## src/rtl/mdu_pkg.sv

```systemverilog
// mdu_pkg: shared definitions for the RV32M multiply/divide controller.
//   - FUNC3 operation encodings
//   - controller state enum (IDLE/CALC/DONE)
//   - default datapath width and iteration-counter width helper
package mdu_pkg;

    localparam int unsigned MDU_XLEN = 32;

    localparam logic [2:0] F3_MUL    = 3'b000;
    localparam logic [2:0] F3_MULH   = 3'b001;
    localparam logic [2:0] F3_MULHSU = 3'b010;
    localparam logic [2:0] F3_MULHU  = 3'b011;
    localparam logic [2:0] F3_DIV    = 3'b100;
    localparam logic [2:0] F3_DIVU   = 3'b101;
    localparam logic [2:0] F3_REM    = 3'b110;
    localparam logic [2:0] F3_REMU   = 3'b111;

    typedef enum logic [1:0] {
        ST_IDLE = 2'd0,
        ST_CALC = 2'd1,
        ST_DONE = 2'd2
    } mdu_state_e;

    // Counter width able to index XLEN iterations (0..XLEN-1).
    function automatic int unsigned mdu_cnt_w(input int unsigned xlen);
        return $clog2(xlen);
    endfunction

endpackage

```

## src/rtl/mdu_iter_core.sv

```systemverilog
// mdu_iter_core: one combinational iteration of the multiply/divide datapath.
//   acc      in  2*XLEN  current accumulator {hi, lo}
//   operand  in  XLEN    multiplicand (multiply) or divisor (divide) magnitude
//   div_mode in  1       0: shift-add multiply step, 1: restoring divide step
//   acc_nxt  out 2*XLEN  accumulator after this step
module mdu_iter_core
    import mdu_pkg::*;
#(
    parameter int unsigned XLEN = MDU_XLEN
) (
    input  logic [2*XLEN-1:0] acc,
    input  logic [XLEN-1:0]   operand,
    input  logic              div_mode,
    output logic [2*XLEN-1:0] acc_nxt
);

    logic [XLEN:0] add_sum;
    logic [XLEN:0] rem_sh;
    logic [XLEN:0] diff;

    always_comb begin
        // Multiply: lo holds the multiplier; add into hi on its lsb, then shift right.
        add_sum = {1'b0, acc[2*XLEN-1:XLEN]} + (acc[0] ? {1'b0, operand} : '0);
        // Divide: {rem, quo} shifts left by one; keep the subtraction if it did not borrow.
        rem_sh  = acc[2*XLEN-1:XLEN-1];
        diff    = rem_sh - {1'b0, operand};
        if (div_mode) begin
            if (diff[XLEN]) begin
                acc_nxt = {rem_sh[XLEN-1:0], acc[XLEN-2:0], 1'b0};
            end else begin
                acc_nxt = {diff[XLEN-1:0], acc[XLEN-2:0], 1'b1};
            end
        end else begin
            acc_nxt = {add_sum, acc[XLEN-1:1]};
        end
    end

endmodule

```

## src/rtl/mdu_controller.sv

```systemverilog
// mdu_controller: iterative RV32M multiply/divide unit beside the EX-stage ALU.
//   CLK, RESET       clock, asynchronous active-low reset
//   START            EX holds a valid M-type instruction (level)
//   FUNC3            M-type operation select
//   OPERAND_A/B      rs1/rs2 values after forwarding
//   HOLD             pipeline frozen by memory; keep the result presented
//   FLUSH            EX instruction killed; abort to IDLE
//   STALL            combinational pipeline freeze request
//   RESULT, VALID    registered result and its qualifier
module mdu_controller
    import mdu_pkg::*;
#(
    parameter int unsigned XLEN = MDU_XLEN
) (
    input  logic            CLK,
    input  logic            RESET,
    input  logic            START,
    input  logic [2:0]      FUNC3,
    input  logic [XLEN-1:0] OPERAND_A,
    input  logic [XLEN-1:0] OPERAND_B,
    input  logic            HOLD,
    input  logic            FLUSH,
    output logic            STALL,
    output logic [XLEN-1:0] RESULT,
    output logic            VALID
);

    localparam int unsigned CW   = mdu_cnt_w(XLEN);
    localparam int unsigned AW   = 2 * XLEN;
    localparam logic [XLEN-1:0] SMIN = {1'b1, {(XLEN-1){1'b0}}};

    mdu_state_e      state_q, state_d;
    logic [CW-1:0]   count_q, count_d;
    logic [2:0]      func3_q, func3_d;
    logic [AW-1:0]   acc_q, acc_d, acc_nxt;
    logic [XLEN-1:0] opnd_q, opnd_d;
    logic            neg_q, neg_d;
    logic [XLEN-1:0] result_q, result_d;
    logic            valid_q, valid_d;

    logic            sgn_a, sgn_b, a_neg, b_neg, div_zero, div_ovf;
    logic [XLEN-1:0] mag_a, mag_b, fast_res, fix_res, div_val;
    logic [AW-1:0]   prod;

    mdu_iter_core #(.XLEN(XLEN)) u_core (
        .acc      (acc_q),
        .operand  (opnd_q),
        .div_mode (func3_q[2]),
        .acc_nxt  (acc_nxt)
    );

    // Operand decode: sign handling, magnitudes and one-cycle special cases.
    always_comb begin
        sgn_a    = (FUNC3 != F3_MULHU) && (FUNC3 != F3_DIVU) && (FUNC3 != F3_REMU);
        sgn_b    = sgn_a && (FUNC3 != F3_MULHSU);
        a_neg    = sgn_a && OPERAND_A[XLEN-1];
        b_neg    = sgn_b && OPERAND_B[XLEN-1];
        mag_a    = a_neg ? -OPERAND_A : OPERAND_A;
        mag_b    = b_neg ? -OPERAND_B : OPERAND_B;
        div_zero = FUNC3[2] && (OPERAND_B == '0);
        div_ovf  = ((FUNC3 == F3_DIV) || (FUNC3 == F3_REM)) &&
                   (OPERAND_A == SMIN) && (OPERAND_B == '1);
        if (div_zero) begin
            fast_res = FUNC3[1] ? OPERAND_A : '1;
        end else begin
            fast_res = FUNC3[1] ? '0 : SMIN;
        end
    end

    // Sign fixup of the final iteration's accumulator.
    always_comb begin
        prod    = neg_q ? -acc_nxt : acc_nxt;
        div_val = func3_q[1] ? acc_nxt[AW-1:XLEN] : acc_nxt[XLEN-1:0];
        if (func3_q[2]) begin
            fix_res = neg_q ? -div_val : div_val;
        end else if (func3_q == F3_MUL) begin
            fix_res = prod[XLEN-1:0];
        end else begin
            fix_res = prod[AW-1:XLEN];
        end
    end

    // Next-state and register-input logic.
    always_comb begin
        state_d  = state_q;
        count_d  = count_q;
        func3_d  = func3_q;
        acc_d    = acc_q;
        opnd_d   = opnd_q;
        neg_d    = neg_q;
        result_d = result_q;
        valid_d  = 1'b0;

        case (state_q)
            ST_IDLE: begin
                if (START && !FLUSH) begin
                    // Multiply is commutative, so both ops load A in lo and B as operand.
                    func3_d = FUNC3;
                    acc_d   = {{XLEN{1'b0}}, mag_a};
                    opnd_d  = mag_b;
                    neg_d   = (FUNC3[2:1] == 2'b11) ? a_neg : (a_neg ^ b_neg);
                    count_d = '0;
                    if (div_zero || div_ovf) begin
                        state_d  = ST_DONE;
                        result_d = fast_res;
                        valid_d  = 1'b1;
                    end else begin
                        state_d = ST_CALC;
                    end
                end
            end
            ST_CALC: begin
                acc_d   = acc_nxt;
                count_d = CW'(count_q + 1'b1);
                if (count_q == CW'(XLEN - 1)) begin
                    state_d  = ST_DONE;
                    result_d = fix_res;
                    valid_d  = 1'b1;
                end
            end
            ST_DONE: begin
                if (HOLD) begin
                    valid_d = 1'b1;
                end else begin
                    state_d = ST_IDLE;
                end
            end
            default: state_d = ST_IDLE;
        endcase

        // A killed instruction never produces a result.
        if (FLUSH) begin
            state_d  = ST_IDLE;
            valid_d  = 1'b0;
            result_d = result_q;
        end
    end

    always_ff @(posedge CLK or negedge RESET) begin
        if (!RESET) begin
            state_q  <= ST_IDLE;
            count_q  <= '0;
            func3_q  <= '0;
            acc_q    <= '0;
            opnd_q   <= '0;
            neg_q    <= 1'b0;
            result_q <= '0;
            valid_q  <= 1'b0;
        end else begin
            state_q  <= state_d;
            count_q  <= count_d;
            func3_q  <= func3_d;
            acc_q    <= acc_d;
            opnd_q   <= opnd_d;
            neg_q    <= neg_d;
            result_q <= result_d;
            valid_q  <= valid_d;
        end
    end

    assign STALL  = RESET & START & (state_q != ST_DONE) & ~FLUSH;
    assign RESULT = result_q;
    assign VALID  = valid_q;

endmodule
```

## config.mk

```make
export PLATFORM = sky130hd
export DESIGN_NAME = mdu_controller
export DESIGN_NICKNAME = d
export VERILOG_FILES = /design/src/rtl/mdu_pkg.sv /design/src/rtl/mdu_iter_core.sv /design/src/rtl/mdu_controller.sv
export SDC_FILE = /design/constraint.sdc
export NUM_CORES = 1
export LEC_CHECK = 0
export ABC_AREA = 1
export BUFFER_PORTS_ARGS = -buffer_cell sky130_fd_sc_hd__buf_2
export CORE_MARGIN = 2
export CORE_UTILIZATION = 29
export DETAILED_ROUTE_END_ITERATION = 7
export GPL_TIMING_DRIVEN = 1
export PLACE_DENSITY_LB_ADDON = 0.2
export RECOVER_POWER = 25
export SLEW_MARGIN = 5
export SYNTH_ARGS = -nofsm -noshare
export SYNTH_HDL_FRONTEND = slang
export SYNTH_SLANG_ARGS = --single-unit
```

## constraint.sdc

```tcl
create_clock -name CLK -period 8.3 [get_ports CLK]
set_input_delay 1.66 -clock CLK [delete_from_list [all_inputs] [get_ports CLK]]
set_output_delay 1.66 -clock CLK [all_outputs]
set_load 0.03 [all_outputs]
```

==> flow_metrics.py <==
metrics = {
    "worst_setup_path": {
        "startpoint": "RESET",
        "cpMostUsedCell": "clkbuf_1",
        "worstSetupEndpointType": "asynchronous set/reset pin",
        "worst_path_max_delay_cell": "clkbuf_1",
        "cp_slowest_stage_delay_ps": 2120,
        "path_delay_family": "buffers and inverters",
        "path_max_fanout": 44,
        "critical_path_class": "in -> async",
        "arrival_ps": 5570,
        "crit-reg2reg-launch": "acc_q[31]$_DFFE_PN0P_",
        "required_ps": 8250,
        "worstPathCellList": "clkbuf_1, clkbuf_1",
        "cp-start-kind": "input port",
        "crit_buf_inv": 2,
    },
    "synthesis": {
        "synth_top_area_share_pct": 19.7,
        "synth_seq_cells": 140,
        "yosysSeqAreaShare_pct": 19.7,
        "yosysTopAreaCell": "dfrtp_1",
        "syn_area_per_cell_um2": 5.77,
        "syn-instance-count": 3087,
        "synthFlopType": "dfrtp_1",
        "synthArstFlopShare_pct": 100,
        "synth.net_count": 3232,
        "syn_area_um2": 17800,
        "synth_edf_count": 0,
        "ys_top_cells_by_area": "dfrtp_1, nand2_1, inv_1",
        "ys_types": 56,
        "synth_warnings": 0,
    },
    "routing": {
        "wl_um": 80800,
        "drt_iter0_markers": 2293,
        "ant_nets": 0,
        "wl_per_cell_um": 20.6,
        "drtPass1Iterations": 8,
        "avgViaCountPerCell": 5.24,
        "drc": 0,
        "dr_total_vias": 20570,
    },
    "clock_network": {
        "cts_tree": "built",
        "clk_pin_slew_worst_paths_ps": 70,
        "cts.repair.resized": 0,
        "holdBufCountCts": 0,
        "worst_skew_pair.late_latency_ps": 470,
        "cts_made_buffers": 17,
        "clockBufferDepth": 2,
        "cts_sinks": 140,
        "cts_setup_buffers": 0,
        "cts-root-buf": "clkbuf_16",
        "h-tree-depth": 4,
    },
    "floorplan": {
        "rows": 90,
        "core_um2": 60500,
        "fp.dieW_um": 252,
        "die-area_um2": 63400,
        "ioPinCount": 106,
        "initial_core_util_pct": 29.4,
        "die-height_um": 252,
    },
    "global_routing": {
        "gr-usage-all-layers_pct": 25.4,
        "antenna_found_initial": 0,
        "grt_pass1_wl_um": 121000,
        "grt.overflow.total": 0,
        "grt_max_degree": 93,
        "grt_pass1_vias": 18835,
    },
    "sta": {
        "fmax_ghz": 0.178,
        "relSlewSlack_pct": -89.9,
        "hold_viol": 0,
        "setup_viol": 0,
        "finalCriticalPeriod_ps": 5630,
        "fin_tns_setup_ps": 0,
        "worst_slew_pin_slew_ps": 2850,
        "fin_ws_ps": 2670,
        "slew_viol_final": 85,
        "rsz0062_at_grt": "no",
        "fin_skew_ps": 16.9,
        "period_share_pct": 67.8,
    },
    "finish": {
        "multi_input_area_um2": 12200,
        "fillers": 6920,
        "drive_above_1_share_pct": 9.42,
        "seq_area_um2": 3510,
        "nets": 3275,
        "antenna_cells": 0,
        "syn_to_final_growth_pct": 9.95,
        "layout_commonest_cell": "nand2_1",
        "final_cell_mix": "nand2_1, inv_1, nor2_1",
    },
    "status": {
        "outcome": "finished, violations left",
        "violations": "max-capacitance violations, max-slew violations",
    },
    "placement": {
        "dp_slack_ps": 2810,
        "dp_hpwl_um": 65500,
        "place.gp.congestion": 0.995,
        "io_buffers": 105,
    },
    "flow_run": {
        "cap_violations": 2,
    },
    "min_path": {
        "min_from": "count_q[3]$_DFFE_PN0P_",
        "hold_class": "reg -> reg",
    },
}
==> routing by layer <==
layer  track usage, %  wire (µm)
met1             36.6      37900
met2             38.7      34500
met3             3.85       6060
met4             7.67       2420
met5                0          0
==> flip-flops by register name, summed over array words and instances, names as in the netlist <==
register  count
count_q       5
state_q       2
neg_q         1
RESULT       32
opnd_q       32
acc_q        64
func3_q       3
VALID         1
==> metrics by stage <==
stage | instances | area, µm² | util, % | hold slack (ps)
global placement | 3893 | 19000 | 31.4 | 464
CTS | 3925 | 19600 | 32.4 | 485
detailed placement | 3893 | 19000 | 31.4 | 470
floorplan | 3087 | 17800 | - | 440
global route | 3925 | 19600 | 32.4 | 494
finish | 3925 | 19600 | 32.4 | 484
==> kinds of logic after synthesis <==
family | synth area share [%]
AO/OA/AOI/OAI | 15.9
buffers and inverters | 12.1
XOR/XNOR | 4.33
AND/OR/NAND/NOR | 42.8
flip-flops | 19.7
adder cells (fa/ha/maj) | 5.22
==> worst paths after layout <==
| kind | to | slack [ps] | cells past startpoint |
|---|---|---|---|
| min in group asynchronous | RESULT[25]$_DFFE_PN0P_ | 1930 | 1 |
| max in group CLK | STALL | 2750 | 4 |
| setup reg to reg | RESULT[8]$_DFFE_PN0P_ | 2870 | 33 |
| hold reg to reg | count_q[3]$_DFFE_PN0P_ | 480 | 1 |
| setup / recovery | acc_q[41]$_DFFE_PN0P_ | 2670 | 2 |
| hold / removal | count_q[3]$_DFFE_PN0P_ | 480 | 1 |
==> area by class of cell <==
cell class | instances | share of cell area (%)
Multi-Input combinational cell | 2403 | 62.1
Clock inverter | 13 | 0.665
Clock buffer | 19 | 2.26
Tap cell | 782 | 5.00
Timing Repair Buffer | 126 | 3.53
Sequential cell | 140 | 17.9
Inverter | 442 | 8.48
==> cell usage after synthesis, drive strengths merged, types with 11 or more instances <==
library cell,count
xnor2,24
xor2,64
clkbuf,58
a21oi,179
nand4,52
ha,71
nor2,332
nor3,45
nand2,978
buf,44
o21ai,218
nand3,295
o221ai,32
o22ai,23
nand3b,20
inv,440
or2,12
dfrtp,140
o21a,11
Power is not shown: default switching activity piles up to over one toggle a cycle in this logic, so the estimate is an artifact.
